## src/rtl/fetch_stage_if.sv

```systemverilog
// fetch_stage_if - instruction-memory request/response bus.
//
// The fetch stage is the master: it presents imem_addr/imem_rmask and holds
// them until the single-cycle imem_resp strobe arrives with imem_rdata.
// The instruction memory is the slave.
//
// Signals:
//   imem_addr   [31:0]  fetch address (master -> slave)
//   imem_rmask  [3:0]   4'hF while a request is active, else 4'h0
//   imem_resp           response strobe for the active request (slave -> master)
//   imem_rdata  [31:0]  instruction word, valid with imem_resp
interface fetch_stage_if;
    logic [31:0] imem_addr;
    logic [3:0]  imem_rmask;
    logic        imem_resp;
    logic [31:0] imem_rdata;

    modport master (
        output imem_addr,
        output imem_rmask,
        input  imem_resp,
        input  imem_rdata
    );

    modport slave (
        input  imem_addr,
        input  imem_rmask,
        output imem_resp,
        output imem_rdata
    );
endinterface

```

## src/rtl/fetch_stage.sv

```systemverilog
// fetch_stage - instruction-fetch stage feeding decode.
//
// Owns the PC, issues one outstanding request at a time on the instruction
// memory bus, buffers a single fetched word while decode stalls, and squashes
// in-flight fetches on a redirect. All outputs are registered.
//
// Ports:
//   clk                  clock, all state updates on posedge
//   rst_n                synchronous active-low reset
//   stall                downstream hazard; if_* outputs hold while high
//   redirect_valid       flush and restart fetch at redirect_pc
//   redirect_pc  [31:0]  redirect target, bits [1:0] forced to zero
//   imem                 fetch_stage_if.master instruction-memory bus
//   if_valid             if_* outputs carry a live instruction
//   if_pc        [31:0]  PC of the instruction
//   if_pc_next   [31:0]  if_pc + 4
//   if_order     [ORDER_W-1:0] consecutive sequence number
//   if_inst      [31:0]  instruction word
//   perf_stall_cycles [31:0]  saturating stall-cycle counter
//   perf_drops   [31:0]  saturating discarded-response counter
//
// Build option: define FETCH_PERF_EN to enable the performance counters;
// without it both perf outputs are tied to zero and the port list is unchanged.
module fetch_stage #(
    parameter logic [31:0] RESET_PC = 32'h1eceb000,
    parameter int          ORDER_W  = 64
) (
    input  logic               clk,
    input  logic               rst_n,
    input  logic               stall,
    input  logic               redirect_valid,
    input  logic [31:0]        redirect_pc,
    fetch_stage_if.master      imem,
    output logic               if_valid,
    output logic [31:0]        if_pc,
    output logic [31:0]        if_pc_next,
    output logic [ORDER_W-1:0] if_order,
    output logic [31:0]        if_inst,
    output logic [31:0]        perf_stall_cycles,
    output logic [31:0]        perf_drops
);

    typedef enum logic [1:0] {
        S_IDLE  = 2'd0,
        S_FETCH = 2'd1,
        S_HOLD  = 2'd2,
        S_DROP  = 2'd3
    } state_t;

    localparam logic [ORDER_W-1:0] ORDER_ZERO = {ORDER_W{1'b0}};
    localparam logic [ORDER_W-1:0] ORDER_ONE  = {{(ORDER_W-1){1'b0}}, 1'b1};

    state_t              state_r;
    logic [31:0]         pc_r;
    logic [ORDER_W-1:0]  order_r;
    logic [31:0]         imem_addr_r;
    logic [3:0]          imem_rmask_r;

    logic                if_valid_r;
    logic [31:0]         if_pc_r;
    logic [31:0]         if_pc_next_r;
    logic [ORDER_W-1:0]  if_order_r;
    logic [31:0]         if_inst_r;

    // One-entry skid buffer; it is only meaningful while state_r is S_HOLD,
    // so leaving HOLD (or a redirect) empties it without touching the data.
    logic [31:0]         buf_pc_r;
    logic [31:0]         buf_inst_r;
    logic [ORDER_W-1:0]  buf_order_r;

    logic [31:0]         redirect_target_s;
    logic [31:0]         pc_inc_s;
    logic [31:0]         buf_pc_inc_s;
    logic [ORDER_W-1:0]  order_inc_s;

    assign redirect_target_s = redirect_pc & 32'hFFFF_FFFC;
    assign pc_inc_s          = pc_r + 32'd4;
    assign buf_pc_inc_s      = buf_pc_r + 32'd4;
    assign order_inc_s       = order_r + ORDER_ONE;

    assign imem.imem_addr  = imem_addr_r;
    assign imem.imem_rmask = imem_rmask_r;

    assign if_valid   = if_valid_r;
    assign if_pc      = if_pc_r;
    assign if_pc_next = if_pc_next_r;
    assign if_order   = if_order_r;
    assign if_inst    = if_inst_r;

    // Fetch FSM: PC, order counter, memory request, skid buffer and if_* outputs.
    always_ff @(posedge clk) begin
        if (!rst_n) begin
            state_r      <= S_IDLE;
            pc_r         <= RESET_PC;
            order_r      <= ORDER_ZERO;
            imem_addr_r  <= RESET_PC;
            imem_rmask_r <= 4'h0;
            if_valid_r   <= 1'b0;
            if_pc_r      <= 32'h0000_0000;
            if_pc_next_r <= 32'h0000_0000;
            if_order_r   <= ORDER_ZERO;
            if_inst_r    <= 32'h0000_0000;
            buf_pc_r     <= 32'h0000_0000;
            buf_inst_r   <= 32'h0000_0000;
            buf_order_r  <= ORDER_ZERO;
        end else if (redirect_valid) begin
            // Redirect wins over stall and over a same-cycle response; the
            // squashed word never consumes an order number.
            pc_r       <= redirect_target_s;
            if_valid_r <= 1'b0;
            if (((state_r == S_FETCH) || (state_r == S_DROP)) && !imem.imem_resp) begin
                // Request still outstanding: keep it on the bus and throw
                // away its response when it arrives.
                state_r <= S_DROP;
            end else begin
                state_r      <= S_FETCH;
                imem_addr_r  <= redirect_target_s;
                imem_rmask_r <= 4'hF;
            end
        end else begin
            case (state_r)
                S_IDLE: begin
                    // A stale response from before reset is ignored here.
                    state_r      <= S_FETCH;
                    imem_addr_r  <= pc_r;
                    imem_rmask_r <= 4'hF;
                end
                S_FETCH: begin
                    if (imem.imem_resp) begin
                        order_r     <= order_inc_s;
                        pc_r        <= pc_inc_s;
                        imem_addr_r <= pc_inc_s;
                        if (!stall) begin
                            if_valid_r   <= 1'b1;
                            if_pc_r      <= pc_r;
                            if_pc_next_r <= pc_inc_s;
                            if_order_r   <= order_r;
                            if_inst_r    <= imem.imem_rdata;
                        end else begin
                            // Decode is blocked: park the word and pause fetching.
                            buf_pc_r     <= pc_r;
                            buf_inst_r   <= imem.imem_rdata;
                            buf_order_r  <= order_r;
                            imem_rmask_r <= 4'h0;
                            state_r      <= S_HOLD;
                        end
                    end else if (!stall) begin
                        if_valid_r <= 1'b0;
                    end else begin
                        if_valid_r <= if_valid_r;
                    end
                end
                S_HOLD: begin
                    if (!stall) begin
                        if_valid_r   <= 1'b1;
                        if_pc_r      <= buf_pc_r;
                        if_pc_next_r <= buf_pc_inc_s;
                        if_order_r   <= buf_order_r;
                        if_inst_r    <= buf_inst_r;
                        imem_addr_r  <= pc_r;
                        imem_rmask_r <= 4'hF;
                        state_r      <= S_FETCH;
                    end else begin
                        state_r <= S_HOLD;
                    end
                end
                S_DROP: begin
                    if_valid_r <= 1'b0;
                    if (imem.imem_resp) begin
                        imem_addr_r  <= pc_r;
                        imem_rmask_r <= 4'hF;
                        state_r      <= S_FETCH;
                    end else begin
                        state_r <= S_DROP;
                    end
                end
                default: begin
                    state_r      <= S_IDLE;
                    imem_rmask_r <= 4'h0;
                    if_valid_r   <= 1'b0;
                end
            endcase
        end
    end

`ifdef FETCH_PERF_EN
    logic [31:0] perf_stall_cycles_r;
    logic [31:0] perf_drops_r;
    logic        stall_event_s;
    logic        drop_event_s;

    assign stall_event_s = stall && ((state_r == S_FETCH) || (state_r == S_HOLD));
    assign drop_event_s  = imem.imem_resp &&
                           ((state_r == S_DROP) || ((state_r == S_FETCH) && redirect_valid));

    // Saturating performance counters for stall cycles and discarded responses.
    always_ff @(posedge clk) begin
        if (!rst_n) begin
            perf_stall_cycles_r <= 32'h0000_0000;
            perf_drops_r        <= 32'h0000_0000;
        end else begin
            if (stall_event_s && (perf_stall_cycles_r != 32'hFFFF_FFFF)) begin
                perf_stall_cycles_r <= perf_stall_cycles_r + 32'd1;
            end
            if (drop_event_s && (perf_drops_r != 32'hFFFF_FFFF)) begin
                perf_drops_r <= perf_drops_r + 32'd1;
            end
        end
    end

    assign perf_stall_cycles = perf_stall_cycles_r;
    assign perf_drops        = perf_drops_r;
`else
    assign perf_stall_cycles = 32'h0000_0000;
    assign perf_drops        = 32'h0000_0000;
`endif

endmodule
```

## src/flat_wrapper.sv

```systemverilog
// flat-port wrapper written by rule: the top's interface ports become plain ports
module fetch_stage_flat 
#(
    parameter logic [31:0] RESET_PC = 32'h1eceb000,
    parameter int          ORDER_W  = 64
)
  (clk, rst_n, stall, redirect_valid, redirect_pc, if_valid, if_pc, if_pc_next, if_order, if_inst, perf_stall_cycles, perf_drops, imem_imem_addr, imem_imem_rmask, imem_imem_resp, imem_imem_rdata);
  fetch_stage_if imem_i ();
  input  logic clk;
  input  logic rst_n;
  input  logic stall;
  input  logic redirect_valid;
  input  logic [31:0] redirect_pc;
  output logic if_valid;
  output logic [31:0] if_pc;
  output logic [31:0] if_pc_next;
  output logic [ORDER_W-1:0] if_order;
  output logic [31:0] if_inst;
  output logic [31:0] perf_stall_cycles;
  output logic [31:0] perf_drops;
  output wire logic [$bits(imem_i.imem_addr)-1:0] imem_imem_addr;
  output wire logic [$bits(imem_i.imem_rmask)-1:0] imem_imem_rmask;
  input wire logic [$bits(imem_i.imem_resp)-1:0] imem_imem_resp;
  input wire logic [$bits(imem_i.imem_rdata)-1:0] imem_imem_rdata;
  assign imem_imem_addr = imem_i.imem_addr;
  assign imem_imem_rmask = imem_i.imem_rmask;
  assign imem_i.imem_resp = imem_imem_resp;
  assign imem_i.imem_rdata = imem_imem_rdata;
  fetch_stage #(.RESET_PC(RESET_PC), .ORDER_W(ORDER_W)) u_core (.clk(clk), .rst_n(rst_n), .stall(stall), .redirect_valid(redirect_valid), .redirect_pc(redirect_pc), .imem(imem_i), .if_valid(if_valid), .if_pc(if_pc), .if_pc_next(if_pc_next), .if_order(if_order), .if_inst(if_inst), .perf_stall_cycles(perf_stall_cycles), .perf_drops(perf_drops));
endmodule
```

## config.mk

```make
export PLATFORM = sky130hd
export DESIGN_NAME = fetch_stage_flat
export DESIGN_NICKNAME = d
export VERILOG_FILES = /design/src/rtl/fetch_stage_if.sv /design/src/rtl/fetch_stage.sv /design/src/flat_wrapper.sv
export SDC_FILE = /design/constraint.sdc
export NUM_CORES = 1
export LEC_CHECK = 0
export BUFFER_PORTS_ARGS = -buffer_cell sky130_fd_sc_hd__buf_4
export CAP_MARGIN = 20
export CORE_MARGIN = 2
export CORE_UTILIZATION = 40
export CTS_CLUSTER_DIAMETER = 80
export DETAILED_ROUTE_END_ITERATION = 10
export GPL_TIMING_DRIVEN = 0
export PLACE_DENSITY = 0.69
export REMOVE_ABC_BUFFERS = 1
export SLEW_MARGIN = 20
export SYNTH_ARGS = -nofsm -noshare
export SYNTH_HDL_FRONTEND = slang
export SYNTH_SLANG_ARGS = --single-unit
```

## constraint.sdc

```tcl
create_clock -name clk -period 7.3 [get_ports clk]
set_input_delay 0.365 -clock clk [delete_from_list [all_inputs] [get_ports clk]]
set_output_delay 0.365 -clock clk [all_outputs]
set_load 0.005 [all_outputs]
```

Word level (Yosys, flattened, before mapping)
Index checks and enable logic that the tools add are counted.

Add/sub/neg operators: 3. Eq/ne operators: 12. Muxes and demuxes: 42. Bitwise operators: 2. Reduce and logical (&&, ||, !) cells: 18.

Operators by type and width (number): 32-bit 2-to-1 mux (16); 64-bit 2-to-1 mux (3); 32-bit case mux with 2 select lines (3); 32-bit case mux with 4 select lines (1); 64-bit case mux with 2 select lines (1); 32-bit by 3-bit adder with 32-bit output, second input constant (2); 64-bit by 1-bit adder with 64-bit output, second input constant (1); 4-bit 2-to-1 mux (6); 4-bit case mux with 4 select lines (1); 3-bit inequality test, second input constant (5); 2-bit 2-to-1 mux (6); 5-bit AND reduction (2); 2-bit inequality test, second input constant (4); 2-bit case mux with 4 select lines (1); 2-bit AND reduction (4); 4-bit AND reduction (2); 2-bit nonzero test (3); 2-bit == test, second input constant (2); 1-bit 2-to-1 mux (3); 1-bit case mux with 3 select lines (1); 3-bit AND reduction (1); 3-bit nonzero test (1); 2-bit by 1-bit == test with 1-bit output, second input constant (1); 2-bit zero test (1); 5 further kinds (6).

Flip-flop bits (word level): 423. Input bits: 69. Output and inout port bits: 261. Logic and storage cells: 91.

Depth between registers and ports, before layout
Gate-level depths: netlist (run 1).

Depth in word-level cells: 5. Depth in mapped cells: 9. Depth with buffers taken out: 6.

Least setup slack after synthesis (run 1)
OpenSTA, ideal clock, no wires.

Path type: flip-flop to flip-flop. Start point: register u_core.pc_r[3]. End point: register u_core.if_pc_next_r[20] (netlist: u_core.if_pc_next[20]). Data arrival time: 2.181 ns. Required time: 7.183 ns. Slack: 5.001 ns. Stages on the path, launching flop included: 9. Buffers on the path: 2. Cell sequence: dfxtp_1 ha_1 nand3_1 or4_1 buf_2 buf_2 o31ai_1 nand3_1 a32o_1.

Word-level cells in the longest chain between the ends: 4.

RTL lines: start, declared (RTL line fetch_stage.sv:54) `logic [31:0] pc_r;`; start signal, assigned (RTL line fetch_stage.sv:109) `pc_r <= redirect_target_s;`; start signal, assigned (RTL line fetch_stage.sv:131) `pc_r <= pc_inc_s;`; 32-bit by 3-bit adder with 32-bit output (RTL line fetch_stage.sv:77) `assign pc_inc_s = pc_r + 32'd4;`; 32-bit 2-to-1 mux (RTL line fetch_stage.sv:133) `if (!stall) begin`; 32-bit 2-to-1 mux (RTL line fetch_stage.sv:129) `if (imem.imem_resp) begin`; 32-bit case mux with 2 select lines (RTL line fetch_stage.sv:121) `case (state_r)`; end signal, assigned (RTL line fetch_stage.sv:136) `if_pc_next_r <= pc_inc_s;`; end signal, assigned (RTL line fetch_stage.sv:157) `if_pc_next_r <= buf_pc_inc_s;`; end, declared (RTL line fetch_stage.sv:61) `logic [31:0] if_pc_next_r;`.

No other way between the ends. The select of a mux whose other input is x is not followed. A chain may end at the register's enable or synchronous reset.

Final worst setup path (run 1)
Start point: register u_core.state_r[0]. End point: register u_core.order_r[51].

Word-level cells in the longest chain between the ends: 2.

RTL lines: start, declared (RTL line fetch_stage.sv:53) `state_t state_r;`; start signal, assigned (RTL line fetch_stage.sv:93) `state_r <= S_IDLE;`; start signal, assigned (RTL line fetch_stage.sv:114) `state_r <= S_DROP;`; start signal, assigned (RTL line fetch_stage.sv:116) `state_r <= S_FETCH;`; 2-bit by 1-bit == test with 1-bit output (RTL line fetch_stage.sv:121); 3-bit AND reduction (no source line); end signal, assigned (RTL line fetch_stage.sv:130) `order_r <= order_inc_s;`; end, declared (RTL line fetch_stage.sv:55) `logic [ORDER_W-1:0] order_r;`.

No other way between the ends.

==> results of run 1 <==
[per-stage QoR]
| stage | total power (W) | TNS [ns] | instances |
|---|---|---|---|
| 2_1_floorplan | 0.00269 | -934.33 | 2291 |
| 3_3_place_gp | 0.00294 | -3928.73 | 3163 |
| 3_5_place_dp | 0.00294 | 0 | 3196 |
| 4_1_cts | 0.00516 | 0 | 3276 |
| 5_1_grt | 0.00531 | 0 | 3276 |
| 6_report | 0.00512 | 0 | 3276 |
[critical path, cell delays in order, from the launching register on]
cell      delay, ns
dfxtp_1        0.64
nand3b_4       0.55
nor4_4         0.78
nand4_2        0.55
or4_1          0.67
a21oi_1        0.18
[registers in the layout, indices dropped and copies added, names as in the netlist]
signal	count
u_core.buf_order_r	64
u_core.if_order	64
u_core.order_r	64
u_core.buf_inst_r	32
u_core.if_inst	32
u_core.buf_pc_r	30
u_core.if_pc	30
u_core.if_pc_next	30
u_core.imem.imem_addr	30
u_core.pc_r	30
u_core.state_r	2
u_core.if_valid	1
u_core.imem.imem_rmask	1
[cell families after synthesis]
kind of cell	count (synthesis)
compound gates	491
xor+xnor	105
fa+ha+maj	3
buf+inv	315
flops	410
mux	10
other cells	1
simple gates	1187
[final cells by class]
| type | count | area [um2] | area share |
|---|---|---|---|
| clock inverter | 14 | 105 | 0.00452 |
| clock buffer | 66 | 1330 | 0.0570 |
| multi-input combinational | 1866 | 10100 | 0.435 |
| timing repair buffer | 290 | 2660 | 0.114 |
| sequential | 410 | 8210 | 0.353 |
| inverter | 15 | 65.1 | 0.00280 |
| tap | 615 | 769 | 0.0331 |
[power by group through the flow]
stage,combinational [W],clock (W),sequential (W)
final,0.000500,0.00222,0.00240
after CTS,0.000499,0.00226,0.00240
after global routing,0.000548,0.00236,0.00241
after detailed placement,0.000497,0,0.00245
after global placement,0.000498,0,0.00245
after floorplan,0.000265,0,0.00243
[final timing paths]
kind | endpoint | cells past startpoint
max | u_core.order_r[51]$_SDFFE_PN0P_ | 5
min | u_core.buf_inst_r[29]$_SDFFE_PN0P_ | 3
min reg2reg | u_core.buf_order_r[54]$_SDFFE_PN0P_ | 2
max reg2reg | u_core.order_r[51]$_SDFFE_PN0P_ | 5
[layout by cell type (no fill, tap or decap), drive strengths merged, types with 47 or more instances in the layout]
master,count
nand4,58
nor4,48
buf,290
nor2,221
clkbuf,66
dfxtp,410
a311oi,129
conb,70
nand2,604
a21oi,190
o21ai,59
xnor2,58
xor2,47
nand3,75
[layer usage]
metal  GRT usage  up-vias  part of all wire
met5           0        -                 0
met4      0.0765        0             0.031
met3      0.0450      110             0.076
met2       0.364      681              0.47
met1       0.278     8672              0.42
li1            -     8901                 -
==> impl_metrics.toml, run 1 <==
[run_status]
status = "completed"

[critical_path]
startpoint_type = "register"
worstSetupPathType = "reg2reg"
rrSetupSlack_ns = 3.81
arrival_ns = 3.98
crit_start = "u_core.state_r[0]$_SDFFE_PN0P_"
crit_path_end_kind = "register"
r2r_start = "u_core.state_r[0]$_SDFFE_PN0P_"
worstPathMaxFanout = 35
cp.required_ns = 7.79

[power]
powerDensity_nw_per_um2 = 220
seqPwrFrac = 0.469
swShare = 0.255
p_int_w = 0.00382
clockPowerShare = 0.433
ir_worst_vdd_v = 0.000160
comb_power_share = 0.098
p_sw_w = 0.00130
p_leak_nw = 8.16

[clocking]
clock-sinks = 410
h-tree-depth = 2
holdBufCountCts = 0
cts.reportedPaths.clkPinSlew_ns = 0.06
clk-insertion-delay-late_ns = 0.57
cts_resized = 0
clk_path_buf_depth = 3
clockRootBuffer = "clkbuf_16"
post-cts-setup-buffers = 0
cts_inserted_buffers = 45
cts_tree = "done"

[synth]
synth_xor_area_frac = 0.0471
synth_top_area_cell = "dfxtp_1"
synth_edf_count = 0
ys_ff_latch = 410
synth.most_common_cell = "nand2_1"
synthAdderAreaFrac = 0.00192
yosys-top-cells-count = "604 x nand2_1, 410 x dfxtp_1, 220 x nor2_1, 190 x a21oi_1, 171 x clkbuf_1"
async_flop_share = 0
synthCells = 2522
syn_area_um2 = 19500
ys_warn_count = 0
synth_top_family_by_area = "simple AND/OR/NAND/NOR gates"
synth_mux_area_frac = 0.00512
synth_compound_area_frac = 0.168
ys_types = 70
seq_area_frac_synth = 0.420
synthTopCellsByArea = "dfxtp_1 42%, nand2_1 12%, a311oi_1 5.8%"
yosys.area_share.simple = 0.279
synth_flop_cell = "dfxtp_1"
synth_top_area_frac = 0.420
avgSynthCellArea_um2 = 7.74

[finish]
synthToLayoutAreaGrowth_pct = 19.0
layout.nets = 2700
antenna_cells = 0
drive_gt1_frac = 0.150
stdcell_area_um2 = 23200
finalCoreUtilization = 0.485
fillers = 4600

[sta]
slew_headroom = 0.257
hold_violations = 0
rsz0062_at_grt = "no"
fmax_mhz = 286
fin_crit_sh = 0.479
drv_slew = 0
setup_viol = 0
final.setup.worst_slack_ns = 3.81
finalCriticalPeriod_ns = 3.49
tightest_slew_ns = 1.10
holdWs_ns = 0.0506
skew_ns = 0.0166

[floorplanning]
core-area_um2 = 47900
die_h_um = 225
chipWidth_um = 225
io_pins = 330
num_rows = 80
die-area_um2 = 50600
start_util = 0.407

[routing]
drtIter0Drc = 1445
drtAntennaViolNets = 0
wl_per_cell_um = 17.4
wirelength_um = 57200
route.detailed.drc = 0
drtPass1Iterations = 5
via_per_inst = 5.61
via_count = 18364

[global_route]
antenna_found_initial = 0
grtUsageTotal = 0.218
grt_pass1_wl_um = 90500
grt_pass1_vias = 17145
overflow = 0
grt_start_max_net_pins = 138

[placed_design]
placed_area_um2 = 21800
place_congestion = 0.863
place_ws_ns = 3.87
io_buffers = 257
dp_hpwl_um = 38600

[min_path]
min_path_type = "in2reg"
hp-start = "imem_imem_rdata[29]"

[job]
drv_cap = 0
Power figures use the tool's default switching activity.
==> run 2: changes to the inputs <==
==> constraint.sdc (replaced) <==
create_clock -name clk -period 3.6 [get_ports clk]
set_input_delay 0.18 -clock clk [delete_from_list [all_inputs] [get_ports clk]]
set_output_delay 0.18 -clock clk [all_outputs]
set_load 0.005 [all_outputs]
==> impl_metrics.toml, run 2 (synthesis gave the netlist of run 1 again) <==
[routing]
via_count = 18663
wl_per_cell_um = 17.3
drtAntennaViolNets = 0
drtIter0Drc = 1391
via_per_inst = 5.59
route.detailed.drc = 0
wirelength_um = 57700
drtPass1Iterations = 7

[power]
seqPwrFrac = 0.467
powerDensity_nw_per_um2 = 438
clockPowerShare = 0.431
comb_power_share = 0.102
p_sw_w = 0.00265
p_int_w = 0.00778
p_leak_nw = 8.41
swShare = 0.254
ir_worst_vdd_v = 0.000330
power_w = 0.0104

[sta]
drv_slew = 0
setup_viol = 0
skew_ns = 0.0148
fin_crit_sh = 0.916
final.setup.tns_ns = 0
tightest_slew_ns = 1.07
fmax_mhz = 303
hold_violations = 0
holdWs_ns = 0.0403
slew_headroom = 0.281
rsz0062_at_grt = "no"
finalCriticalPeriod_ns = 3.30

[finish]
layout_commonest_cell = "nand2_1"
final_cell_mix = "604 x nand2_1, 410 x dfxtp_1, 258 x buf_4, 218 x nor2_1, 189 x a21oi_1"
multi_input_area_um2 = 10100
fillers = 4522
synthToLayoutAreaGrowth_pct = 22.1
register_area_um2 = 8210
stdcell_area_um2 = 23800
drive_gt1_frac = 0.147
antenna_cells = 0
layout.nets = 2760

[floorplanning]
die-area_um2 = 50600
chipWidth_um = 225
num_rows = 80
core-area_um2 = 47900
die_h_um = 225
io_pins = 330
start_util = 0.407

[global_route]
use_met2 = 0.372
top_usage_layer = "met2"
grt_start_max_net_pins = 138
globalRouteMet3Util = 0.0452
overflow = 0
grt_pass1_wl_um = 91500
gr-usage-met1 = 0.277
grt_pass1_vias = 17429
grtUsageTotal = 0.220
antenna_found_initial = 0

[critical_path]
startpoint_type = "register"
cp.required_ns = 4.04
worstSetupPathType = "reg2reg"
crit_start = "u_core.state_r[0]$_SDFFE_PN0P_"
worstPathMaxFanout = 35
path_buf_inv = 0
arrival_ns = 3.73
cp_slowest_cell = "nor4_2"
crit_path_end_kind = "register"
crit_family = "simple AND/OR/NAND/NOR gates"
slowest_delay_ns = 1.08
crit_chain = "nand3b_4 > nor4_2 > nand4_1 > o311ai_0 > o41ai_1"
r2r_start = "u_core.state_r[0]$_SDFFE_PN0P_"

[placed_design]
dp_hpwl_um = 38600
place_congestion = 0.863
placed_area_um2 = 21800
io_buffers = 257

[clocking]
cts_resized = 0
cts_tree = "done"
clk_path_buf_depth = 3
clk-insertion-delay-late_ns = 0.57
clockRootBuffer = "clkbuf_16"
clock-sinks = 410
cts.reportedPaths.clkPinSlew_ns = 0.06
h-tree-depth = 2
cts_inserted_buffers = 45

[min_path]
hp-start = "redirect_pc[11]"
min_path_type = "in2reg"

[job]
drv_cap = 0

[run_status]
status = "completed"
run 2: changes by cell type in the layout (fill, tap and decap cells not counted), sizes merged:
cell	before	now
dlygate4sd3	0	59
buf	290	291
run 2: path summary, 6_finish.rpt:
kind / to / slack [ns] / cells past startpoint
worst max-delay path: u_core.order_r[48]$_SDFFE_PN0P_ / 0.30 / 5
worst min register to register: u_core.buf_order_r[37]$_SDFFE_PN0P_ / 0.45 / 2
worst max register to register: u_core.order_r[48]$_SDFFE_PN0P_ / 0.30 / 5
worst min-delay path: u_core.pc_r[11]$_SDFFE_PN0P_ / 0.04 / 4
run 2: repair_timing:
item                                    in CTS  in global routing
hold buffers                                59                  0
setup buffers                                0                  1
endpoints found under the setup margin       0                  8
endpoints found under the hold margin      102                  0
run 2: per-layer routing:
metal,up-vias,routed length (um)
li1,9026,-
met1,8854,24500
met2,670,27400
met3,113,4010
met4,0,1780
met5,-,0
run 2: power by group through the flow:
stage / clock network, W / registers, W / logic (W)
2_1_floorplan: 0 / 0.00492 / 0.000538
3_3_place_gp: 0 / 0.00496 / 0.00101
3_5_place_dp: 0 / 0.00496 / 0.00101
4_1_cts: 0.00459 / 0.00487 / 0.00106
5_1_grt: 0.00478 / 0.00489 / 0.00117
6_report: 0.00450 / 0.00487 / 0.00107
run 2: layout make-up:
class | instances | share of cell area
Clock buffer | 66 | 0.0556
Inverter | 15 | 0.00273
Sequential cell | 410 | 0.344
Multi-Input combinational cell | 1866 | 0.424
Timing Repair Buffer | 350 | 0.136
Clock inverter | 14 | 0.00441
Tap cell | 615 | 0.0323
run 2: stage by stage:
step | instances | setup WS [ns] | util
after floorplan | 2291 | -11.70 | -
after detailed placement | 3196 | 0.171 | 0.455
after global placement | 3163 | -28.99 | 0.438
final | 3336 | 0.303 | 0.497
after CTS | 3335 | 0.121 | 0.497
after global routing | 3336 | 0.0109 | 0.497
run 2: worst min-delay path, stage by stage:
cell	delay (ns)
buf_4	0.08
nand2b_1	0.12
nand2_1	0.06
a21oi_1	0.11
==> run 3: changes to the inputs <==
--- a/config.mk
+++ b/config.mk
@@ -5,14 +5,14 @@
 export SDC_FILE = /design/constraint.sdc
 export NUM_CORES = 1
 export LEC_CHECK = 0
-export BUFFER_PORTS_ARGS = -buffer_cell sky130_fd_sc_hd__buf_4
+export BUFFER_PORTS_ARGS = -buffer_cell sky130_fd_sc_hd__buf_2
 export CAP_MARGIN = 20
 export CORE_MARGIN = 2
-export CORE_UTILIZATION = 40
+export CORE_UTILIZATION = 30
 export CTS_CLUSTER_DIAMETER = 80
 export DETAILED_ROUTE_END_ITERATION = 10
 export GPL_TIMING_DRIVEN = 0
-export PLACE_DENSITY = 0.69
+export PLACE_DENSITY = 0.57
 export REMOVE_ABC_BUFFERS = 1
 export SLEW_MARGIN = 20
 export SYNTH_ARGS = -nofsm -noshare
==> impl_metrics.toml, run 3 (synthesis gave the netlist of run 1 again) <==
[sta]
fin_crit_sh = 0.929
hold_violations = 0
fmax_mhz = 299
slew_headroom = 0.285
setup_viol = 0
final.setup.tns_ns = 0
finalCriticalPeriod_ns = 3.34
skew_ns = 0.0132
tightest_slew_ns = 1.06
rsz0062_at_grt = "no"
final.setup.worst_slack_ns = 0.255
drv_slew = 0
holdWs_ns = 0.252

[critical_path]
rrSetupSlack_ns = 0.26
startpoint_type = "register"
worstPathMaxFanout = 35
cp.required_ns = 4.11
r2r_start = "u_core.state_r[0]$_SDFFE_PN0P_"
crit_path_end_kind = "register"
rr_worst_depth = 5
arrival_ns = 3.85
worstSetupPathType = "reg2reg"
timing.rr.end = "u_core.order_r[54]$_SDFFE_PN0P_"

[power]
p_int_w = 0.00835
seqPwrFrac = 0.434
power_w = 0.0112
swShare = 0.255
comb_power_share = 0.092
clockPowerShare = 0.475
ir_worst_vdd_v = 0.000331
powerDensity_nw_per_um2 = 467
p_sw_w = 0.00285
p_leak_nw = 8.57

[run_status]
status = "completed"

[finish]
final_cell_mix = "604 x nand2_1, 410 x dfxtp_1, 255 x buf_2, 218 x nor2_1, 189 x a21oi_1"
synthToLayoutAreaGrowth_pct = 22.8
layout_commonest_cell = "nand2_1"
finalCoreUtilization = 0.372
layout.nets = 2775
register_area_um2 = 8210
antenna_cells = 0
fillers = 6738
drive_gt1_frac = 0.151
multi_input_area_um2 = 10100

[routing]
via_count = 18194
drtAntennaViolNets = 0
via_per_inst = 5.06
wl_per_cell_um = 17.0
route.detailed.drc = 0
drtIter0Drc = 1468
wirelength_um = 61200
drtPass1Iterations = 5

[min_path]
worstHoldPathCells = 2
min_path_type = "in2reg"
hp-start = "redirect_valid"
hold_path_end = "u_core.pc_r[22]$_SDFFE_PN1P_"

[global_route]
grt_pass1_vias = 16547
grt_pass1_wl_um = 95200
overflow = 0
grtUsageTotal = 0.175
antenna_found_initial = 0
grt_start_max_net_pins = 109

[placed_design]
place_ws_ns = 0.107
dp_hpwl_um = 40900
io_buffers = 257
place_congestion = 0.787

[clocking]
cts_tree = "done"
h-tree-depth = 2
cts_inserted_buffers = 50
clk-insertion-delay-late_ns = 0.59
cts.reportedPaths.clkPinSlew_ns = 0.06
clk_path_buf_depth = 3
clockRootBuffer = "clkbuf_16"
clock-sinks = 410
cts_resized = 0

[floorplanning]
start_util = 0.303
die_h_um = 259
core-area_um2 = 64500
num_rows = 93
die-area_um2 = 67200
chipWidth_um = 259
io_pins = 330

[job]
drv_cap = 0
==> run 3: critical path, cell delays in order, from the launching register on <==
cell	delay [ns]
dfxtp_1	0.64
nand3b_4	0.60
nor4_2	0.89
nand2_1	0.38
or4_1	0.58
a21oi_1	0.15
==> run 3: worst max-delay path by stage <==
stage,startpoint,end,slack [ns],cells past startpoint
floorplan,u_core.state_r[0]$_SDFFE_PN0P_,u_core.if_pc_next[17]$_SDFFE_PN0P_,-11.70,4
global placement,u_core.state_r[0]$_SDFFE_PN0P_,u_core.if_pc_next[24]$_SDFFE_PN0P_,-32.86,5
detailed placement,u_core.state_r[0]$_SDFFE_PN0P_,u_core.order_r[47]$_SDFFE_PN0P_,0.11,5
CTS,u_core.state_r[0]$_SDFFE_PN0P_,u_core.order_r[57]$_SDFFE_PN0P_,0.08,5
global route,u_core.state_r[0]$_SDFFE_PN0P_,u_core.order_r[40]$_SDFFE_PN0P_,0.05,5
finish,u_core.state_r[0]$_SDFFE_PN0P_,u_core.order_r[54]$_SDFFE_PN0P_,0.26,5
==> run 3: cell type report <==
cell class              instances  share of cell area
clock buffers                  72              0.0607
clock inverters                19              0.0114
inverters                      15             0.00271
multi-input cells            1866               0.422
flip-flops and latches        410               0.342
well taps                     855              0.0446
repair buffers                360               0.116
==> run 3: per-stage QoR <==
stage	cells	area, um2
final	3597	24000
after global routing	3597	24000
after CTS	3596	24000
after detailed placement	3440	21600
after global placement	3403	20700
after floorplan	2291	18300
==> run 3: power by group through the flow <==
stage               clock network (W)  registers [W]  logic [W]
global route                  0.00564        0.00488    0.00114
finish                        0.00532        0.00486    0.00103
floorplan                           0        0.00492   0.000538
global placement                    0        0.00496   0.000985
detailed placement                  0        0.00495   0.000979
CTS                           0.00546        0.00486    0.00104
==> run 3: repair_timing <==
action                                  in CTS  in global routing
endpoints found under the hold margin      115                  0
setup buffers                                0                  1
endpoints found under the setup margin       0                 11
hold buffers                                65                  0
==> run 3: routing by layer <==
layer  track usage  part of all wire  up-vias
li1              -                 -     9062
met1         0.231              0.45     8525
met2         0.290              0.47      509
met4        0.0508             0.025        0
met3        0.0325             0.058       98
met5             0                 0        -
